File: src/rtl/ub_banked_read_port.sv
// ub_banked_read_port: walks a 2-D scan, issues banked reads to a 4-bank
// unified buffer and returns pixels in x-fastest order on a valid/ready stream.
// Ports: clk, rst_n, flush, start | read_ren, read_ctrl_vars, bank_ren,
//        bank_raddr, bank_rdata | out_data, out_valid, out_ready, done, err.
// Option: define UB_READ_ADDR_CHECK_EN to flag and zero-fill reads whose
//         untruncated address is >= DEPTH (err is sticky); otherwise err=0.
module ub_banked_read_port #(
  parameter int WIDTH       = 16,
  parameter int EXT_X       = 64,
  parameter int EXT_Y       = 64,
  parameter int STRIDE_Y    = 64,
  parameter int DEPTH       = 4096,
  parameter int START_DELAY = 0,
  parameter int AW          = $clog2(DEPTH)
) (
  input  logic                 clk,
  input  logic                 rst_n,
  input  logic                 flush,
  input  logic                 start,
  output logic                 read_ren,
  output logic [3*WIDTH-1:0]   read_ctrl_vars,
  output logic [3:0]           bank_ren,
  output logic [AW-1:0]        bank_raddr,
  input  logic [4*WIDTH-1:0]   bank_rdata,
  output logic [WIDTH-1:0]     out_data,
  output logic                 out_valid,
  input  logic                 out_ready,
  output logic                 done,
  output logic                 err
);

  localparam int AAW   = WIDTH + AW;
  localparam int DLAST = (START_DELAY > 0) ? START_DELAY - 1 : 0;
  localparam int DW    = (DLAST < 2) ? 1 : $clog2(DLAST + 1);

  localparam logic [WIDTH-1:0] X_LAST   = WIDTH'(EXT_X - 1);
  localparam logic [WIDTH-1:0] Y_LAST   = WIDTH'(EXT_Y - 1);
  localparam logic [WIDTH-1:0] W_ONE    = WIDTH'(1);
  localparam logic [AAW-1:0]   STRIDE_W = AAW'(STRIDE_Y);
  localparam logic [DW-1:0]    D_LAST   = DW'(DLAST);
  localparam logic [DW-1:0]    D_ONE    = DW'(1);

  typedef enum logic [1:0] {
    S_IDLE,
    S_DELAY,
    S_RUN,
    S_DRAIN
  } state_t;

  state_t           state;
  logic [DW-1:0]    dcnt;
  logic [WIDTH-1:0] x;
  logic [WIDTH-1:0] y;
  logic [1:0]       cnt;
  logic             infl;
  logic [1:0]       reg_bank;
  logic             reg_zero;
  logic             wr_ptr;
  logic             rd_ptr;
  logic [WIDTH-1:0] mem [2];
  logic             err_q;

  logic [AAW-1:0]   addr_full;
  logic [1:0]       bank_idx;
  logic             oor;
  logic             pop;
  logic [2:0]       occ;
  logic             issue;
  logic             last_pt;
  logic [WIDTH-1:0] push_data;

  assign addr_full = {{AW{1'b0}}, x}
                   + STRIDE_W * {{AW{1'b0}}, y};
  assign bank_idx  = {y[0], x[0]};
  assign last_pt   = (x == X_LAST) && (y == Y_LAST);

`ifdef UB_READ_ADDR_CHECK_EN
  assign oor = addr_full >= AAW'(DEPTH);
`else
  logic unused_hi;
  assign unused_hi = ^addr_full[AAW-1:AW];
  assign oor = 1'b0;
`endif

  // An entry popped this cycle counts as free, so a full pipe
  // (one buffered, one in flight) still sustains one pixel per cycle.
  assign out_valid = (cnt != 2'd0);
  assign pop       = out_valid && out_ready;
  assign occ       = {1'b0, cnt} + {2'b0, infl} - {2'b0, pop};
  assign issue     = (state == S_RUN) && (occ < 3'd2);

  assign read_ren       = issue;
  assign read_ctrl_vars = issue ? {y, x, {WIDTH{1'b0}}} : '0;
  assign bank_raddr     = issue ? addr_full[AW-1:0] : '0;
  assign bank_ren       = (issue && !oor) ? (4'b0001 << bank_idx) : 4'b0;

  assign push_data = reg_zero ? '0
                   : bank_rdata[reg_bank*WIDTH +: WIDTH];
  assign out_data  = out_valid ? mem[rd_ptr] : '0;
  assign err       = err_q;

  always_ff @(posedge clk or negedge rst_n) begin
    if (!rst_n) begin
      state    <= S_IDLE;
      dcnt     <= '0;
      x        <= '0;
      y        <= '0;
      cnt      <= '0;
      infl     <= 1'b0;
      reg_bank <= '0;
      reg_zero <= 1'b0;
      wr_ptr   <= 1'b0;
      rd_ptr   <= 1'b0;
      mem[0]   <= '0;
      mem[1]   <= '0;
      done     <= 1'b0;
      err_q    <= 1'b0;
    end else if (flush) begin
      state    <= S_IDLE;
      dcnt     <= '0;
      x        <= '0;
      y        <= '0;
      cnt      <= '0;
      infl     <= 1'b0;
      reg_zero <= 1'b0;
      wr_ptr   <= 1'b0;
      rd_ptr   <= 1'b0;
      done     <= 1'b0;
    end else begin
      done <= 1'b0;
      unique case (state)
        S_IDLE: begin
          if (start) begin
            dcnt  <= '0;
            state <= (START_DELAY == 0) ? S_RUN : S_DELAY;
          end
        end
        S_DELAY: begin
          if (dcnt == D_LAST) state <= S_RUN;
          else dcnt <= dcnt + D_ONE;
        end
        S_RUN: begin
          if (issue && last_pt) state <= S_DRAIN;
        end
        S_DRAIN: begin
          if (cnt == 2'd0 && !infl) begin
            state <= S_IDLE;
            done  <= 1'b1;
          end
        end
        default: state <= S_IDLE;
      endcase

      if (issue) begin
        if (x == X_LAST) begin
          x <= '0;
          y <= (y == Y_LAST) ? '0 : y + W_ONE;
        end else begin
          x <= x + W_ONE;
        end
        reg_bank <= bank_idx;
        reg_zero <= oor;
        if (oor) err_q <= 1'b1;
      end
      infl <= issue;

      if (infl) begin
        mem[wr_ptr] <= push_data;
        wr_ptr      <= ~wr_ptr;
      end
      if (pop) rd_ptr <= ~rd_ptr;
      cnt <= cnt + {1'b0, infl} - {1'b0, pop};
    end
  end

endmodule

File: config.mk
export PLATFORM = sky130hd
export DESIGN_NAME = ub_banked_read_port
export DESIGN_NICKNAME = d
export VERILOG_FILES = /design/src/rtl/ub_banked_read_port.sv
export SDC_FILE = /design/constraint.sdc
export NUM_CORES = 1
export LEC_CHECK = 0
export CORE_MARGIN = 5
export CORE_UTILIZATION = 47
export DETAILED_ROUTE_END_ITERATION = 8
export PLACE_DENSITY = 0.81
export SYNTH_ARGS = -nofsm -noshare
export SYNTH_HDL_FRONTEND = slang
export SYNTH_SLANG_ARGS = --single-unit
File: constraint.sdc
create_clock -name clk -period 4.6 [get_ports clk]
set_clock_uncertainty 0.1 [all_clocks]
set_input_delay 0.69 -clock clk [delete_from_list [all_inputs] [get_ports clk]]
set_output_delay 0.69 -clock clk [all_outputs]
set_load 0.01 [all_outputs]
* Word level (Yosys, flattened, before mapping)
Cells that the tools add are included.
** Operators by class
- Add/sub/neg operators :: 8
- Order comparisons :: 4
- Eq/ne operators :: 9
- Shift-type cells :: 2
- Multiplexer cells :: 39
- Bitwise operators :: 5
- Reduce and logical (&&, ||, !) cells :: 20
** Operators with widths (number)
- $mux W16 :: 13
- $shiftx A64 B7 Y16 :: 1
- $mux W48 :: 1
- $add A16 B1 Y16 const B :: 2
- $bwmux W32 :: 1
- $eq A16 B6 Y1 const B :: 2
- $demux W16 S1 :: 1
- $mux W1 :: 13
- $add A12 B12 Y12 :: 1
- $mux W12 :: 1
- $mux W2 :: 6
- $reduce_bool A2 Y1 :: 5
- $ne A3 B3 Y1 const B :: 3
- $pmux W2 S4 :: 1
- $reduce_and A2 Y1 :: 4
- $logic_and A1 B1 Y1 :: 6
- $eq A2 B2 Y1 const B :: 2
- $ge A2 B2 Y1 const B :: 2
- $logic_not A2 Y1 :: 2
- $mux W4 :: 1
- $not A1 Y2 :: 2
- $reduce_and A4 Y1 :: 1
- $shl A1 B2 Y4 const A :: 1
- $add A2 B1 Y3 :: 1
- 12 further kinds :: 14
** Storage, ports and cells
- Register bits after elaboration :: 76
- Output and inout port bits :: 84
- Word-level logic and storage cells :: 100

* Longest topological paths before layout
- Word-level depth :: 9
- Mapped depth :: 14
- Gate-level depth less buffers :: 14

* Worst setup path after synthesis
No wires, ideal clock.
- Kind :: reg-to-output
- From :: register cnt[1]
- To :: output read_ctrl_vars[17]
- Data arrival time :: 3237 ps
- Slack :: 573 ps
- Stages on the path, launching flop included :: 15
- Buffers on the path :: 2
- Path through :: dfrtp_1 > nor2_1 > inv_1 > and2_1 > ha_1 > inv_1 > ha_1 > inv_1 > fa_1 > nand3b_1 > or2_2 > clkinv_1 > clkbuf_1 > and2_1 > buf_4
** On the way
- Word-level cells in the longest chain between the ends :: 6
- Elaborated cells on any way between the ends :: 7
- Classes of those cells :: add/sub (2); order compare (1); mux (1); reduce/logical (3)
** RTL lines
- start, declared :: RTL line 54 : logic [1:0] cnt;
- start signal, assigned :: RTL line 172 : cnt <= cnt + {1'b0, infl} - {1'b0, pop};
- $reduce_bool A2 Y1 :: RTL line 87 : assign out_valid = (cnt != 2'd0);
- via out_valid :: RTL line 26 : output logic out_valid,
- $logic_and A1 B1 Y1 :: RTL line 88 : assign pop = out_valid && out_ready;
- $sub A3 B1 Y3 :: RTL line 89 : assign occ = {1'b0, cnt} + {2'b0, infl} - {2'b0, pop};
- $lt A3 B2 Y1 :: RTL line 90 : assign issue = (state == S_RUN) && (occ < 3'd2);
- $logic_and A1 B1 Y1 :: RTL line 90
- via read_ren :: RTL line 20 : output logic read_ren,
- $mux W48 :: RTL line 93 : assign read_ctrl_vars = issue ? {y, x, {WIDTH{1'b0}}} : '0;
- end, declared :: RTL line 21 : output logic [3*WIDTH-1:0] read_ctrl_vars,
The timed path passes the listed nets, and every way through them passes these cells.

* Worst setup path after layout
- From :: input out_ready
- To :: output read_ctrl_vars[29]
** On the way
- Word-level cells in the longest chain between the ends :: 5
** RTL lines
- start, declared :: RTL line 27 : input logic out_ready,
- $logic_and A1 B1 Y1 :: RTL line 88
- $sub A3 B1 Y3 :: RTL line 89
- $lt A3 B2 Y1 :: RTL line 90
- $logic_and A1 B1 Y1 :: RTL line 90
- $mux W48 :: RTL line 93
No other way between the ends.

==> out/qor.csv <==
stage,metric,value,unit
drt,vias per cell,5.43,
setup_path,crit path DAT,3.67,ns
die,Die W,110,um
setup_path,Worst setup EP type,output port,
die,I/O Pins,153,
placement,placed cell areas,6040,um^2
synth,"FF+latch count, synth",74,
clock_network,CTS Root Cell,clkbuf_8,
drt,routed len/inst,16.9,um
sta,Fmax,224,MHz
die,Core Area,9770,um^2
grt,gr usage total,20.0,%
synth,Synth Area in Compound Gates,6.99,%
pwr,peak supply drop,0.198,mV
synth,largest family of logic cells by synthesized area,simple AND/OR/NAND/NOR gates,
synth,Yosys Warn Count,0,
finish,"Core Util, Final",65.4,%
grt,number of global-route vias before repair,3897,
finish,post-route cell area,6390,um^2
drt,initial detailed-routing violation count,173,
synth,post-synthesis sequential area ratio,39.5,%
job,Max-Cap Viols,0,
finish,layout cells sized above 1,15.6,%
drt,Via Count,3862,
clock_network,Worst-Skew Late Latency,0.34,ns
synth,synth top area cells,"dfrtp_1 39%, mux2_2 8.2%, mux4_2 7.7%",
synth,"EDFF count, synth",0,
drt,DRT Pass-1 Iters,5,
sta,crit share post-route,97.0,%
clock_network,clock sinks,74,
finish,nets,653,
pwr,Total Power,0.00246,W
placement,Port Buffers,135,
sta,Slew headroom,32.6,%
sta,Pins Over Slew Limit,0,
synth,mux contribution to synthesized area,19.5,%
sta,final hold viol count,0,
drt,Routed WL,12000,um
grt,Overflow after GRT,0,
die,initial cell density of the core,48.0,%
drt,drt drc,0,
pwr,leakage,3.33,nW
die,Die ar.,12100,um^2
synth,Synth Area in Simple Gates,19.8,%
hold_path,Worst Hold Class,input pin to async pin,
synth,synth unique cells,55,
clock_network,CTS Hold Bufs,0,
synth,synthesized-area fraction occupied by adder cells,3.25,%
clock_network,Num CTS Buffers,9,
clock_network,TritonCTS clock tree,done,
setup_path,critical path class,input pin to output port,
placement,detailed placer's ending HPWL,8920,um
grt,initial antenna violation count,0,
synth,Synth Area in XOR/XNOR,3.92,%
synth,Main synth FF type,dfrtp_1,
pwr,Cell Pwr Density,386,nW/um^2
sta,sum of negative setup slack,0,ns
synth,Yosys top cell area share,39.5,%
clock_network,Worst-path clk slew,0.08,ns
sta,Slew @ Worst Pin,1.01,ns
synth,average size of a mapped cell,10.5,um^2
sta,fin crit period,4.46,ns
drt,Detail Route Antenna Nets,0,
finish,Layout area overhead,36.2,%
synth,Async SR Flop Fraction,100,%
die,row cnt,36,
clock_network,clock buffer depth,2,
run_status,status,"finished, final reports clean",
sta,final hold slack,0.372,ns
setup_path,startpoint types,input pin,
setup_path,critical path peak fanout,12,
finish,diodes inserted,0,
placement,GPL Wtd Cong,0.884,
grt,largest net degree at the start of global routing,75,
synth,leading area contributor after synthesis,dfrtp_1,
die,die height,110,um
synth,Post-Syn Area,4690,um^2
clock_network,H-tree depth,3,
setup_path,Worst EP required,3.81,ns
sta,final setup vio count,0,
synth,Mapped Cells,447,
sta,RSZ-0062 raised after global routing,no,
grt,first-pass GRT wire length,19000,um
## final timing paths
kind                            startpoint                 end  slack, ns  cells past startpoint
worst min-delay path                 rst_n             mem[31]       0.37                      1
worst max-delay path             out_ready  read_ctrl_vars[29]       0.14                     13
max in group asynchronous            rst_n               x[15]       3.44                      1
worst min register to register     mem[26]             mem[26]       0.41                      1
worst max register to register      cnt[1]                y[8]       0.97                     15
min in group clk                   mem[26]             mem[26]       0.41                      1
## metal layers
metal / part of all wire (%) / global-route usage [%]
met5: 0 / 0
met3: 4.6 / 2.82
met4: 1.7 / 7.21
met2: 54 / 34.5
met1: 40 / 25.6
## worst max-delay path, cell delays in order
cell,delay (ns)
clkdlybuf4s50_1,0.46
and2_4,0.15
ha_1,0.22
inv_1,0.06
ha_1,0.14
inv_1,0.05
fa_1,0.51
nand3b_1,0.14
or2_2,0.34
clkinvlp_4,0.13
buf_6,0.14
and2_1,0.12
clkdlybuf4s50_1,0.53
## layout by cell type, fill, tap and decap left out, drive strengths merged, types with 4 or more instances in the layout
cell / instances
a211oi: 5
dfrtp: 74
nand4: 12
xnor2: 6
clkbuf: 10
o21ai: 14
nand3: 14
mux4: 16
clkinv: 4
clkdlybuf4s50: 94
nor3: 18
inv: 8
conb: 17
a21oi: 7
buf: 11
nand2: 20
ha: 9
dlymetal6s2s: 40
and3: 4
mux2: 34
nor2: 48
and2: 33
xor2: 15
o41ai: 4
mux2i: 17
a311oi: 4
and4: 4
o31ai: 4
## synthesized netlist by cell type (all sizes together) (12+ instances only)
cell type	instances
dfrtp	74
nand4	12
o21ai	14
nor3	18
nand3	14
nand2	20
and2	33
mux2	34
xor2	15
nor2	48
mux4	16
buf	36
mux2i	17
## where the power goes
group          switching, W  internal (W)
logic              0.000435      0.000558
registers          0.000141      0.000773
clock network      0.000249      0.000308
total              0.000825       0.00164
## cell families (layout without fill, tap and decap cells)
logic type / count (synthesis) / in the layout
xor gates and xnor gates: 21 / 21
muxes: 67 / 67
other: 1 / 17
buffers and inverters: 55 / 170
AOI/OAI and AO/OA: 48 / 48
and+or+nand+nor: 170 / 170
adders and majority gates: 11 / 11
DFF: 74 / 74
## cell type report
| type | instances | area [um^2] |
|---|---|---|
| inverters | 9 | 37.5 |
| flip-flops and latches | 74 | 1850 |
| clock buffers | 10 | 128 |
| multi-input cells | 334 | 2570 |
| repair buffers | 145 | 1540 |
| fillers | 793 | 3390 |
| clock inverters | 6 | 91.3 |
| well taps | 133 | 166 |
## flip-flops by register name, summed over array words and instances (netlist names)
| register | cells |
|---|---|
| mem | 32 |
| x | 16 |
| y | 16 |
| cnt | 2 |
| reg_bank | 2 |
| state | 2 |
| done | 1 |
| infl | 1 |
| rd_ptr | 1 |
| wr_ptr | 1 |
## repair_timing
item | 4_1_cts | 5_1_grt
resized for setup | 0 | 43
setup endpoints to repair | 0 | 40
setup buffers | 0 | 3
endpoints found under the hold margin | 0 | 0
## metrics by stage
step,instances,worst slack (ns)
final,711,0.140
after global routing,711,0.00145
after CTS,708,0.0126
after detailed placement,692,0.0439
after global placement,692,0.110
after floorplan,463,0.573
Note: power is estimated with default switching activity, not from simulation.
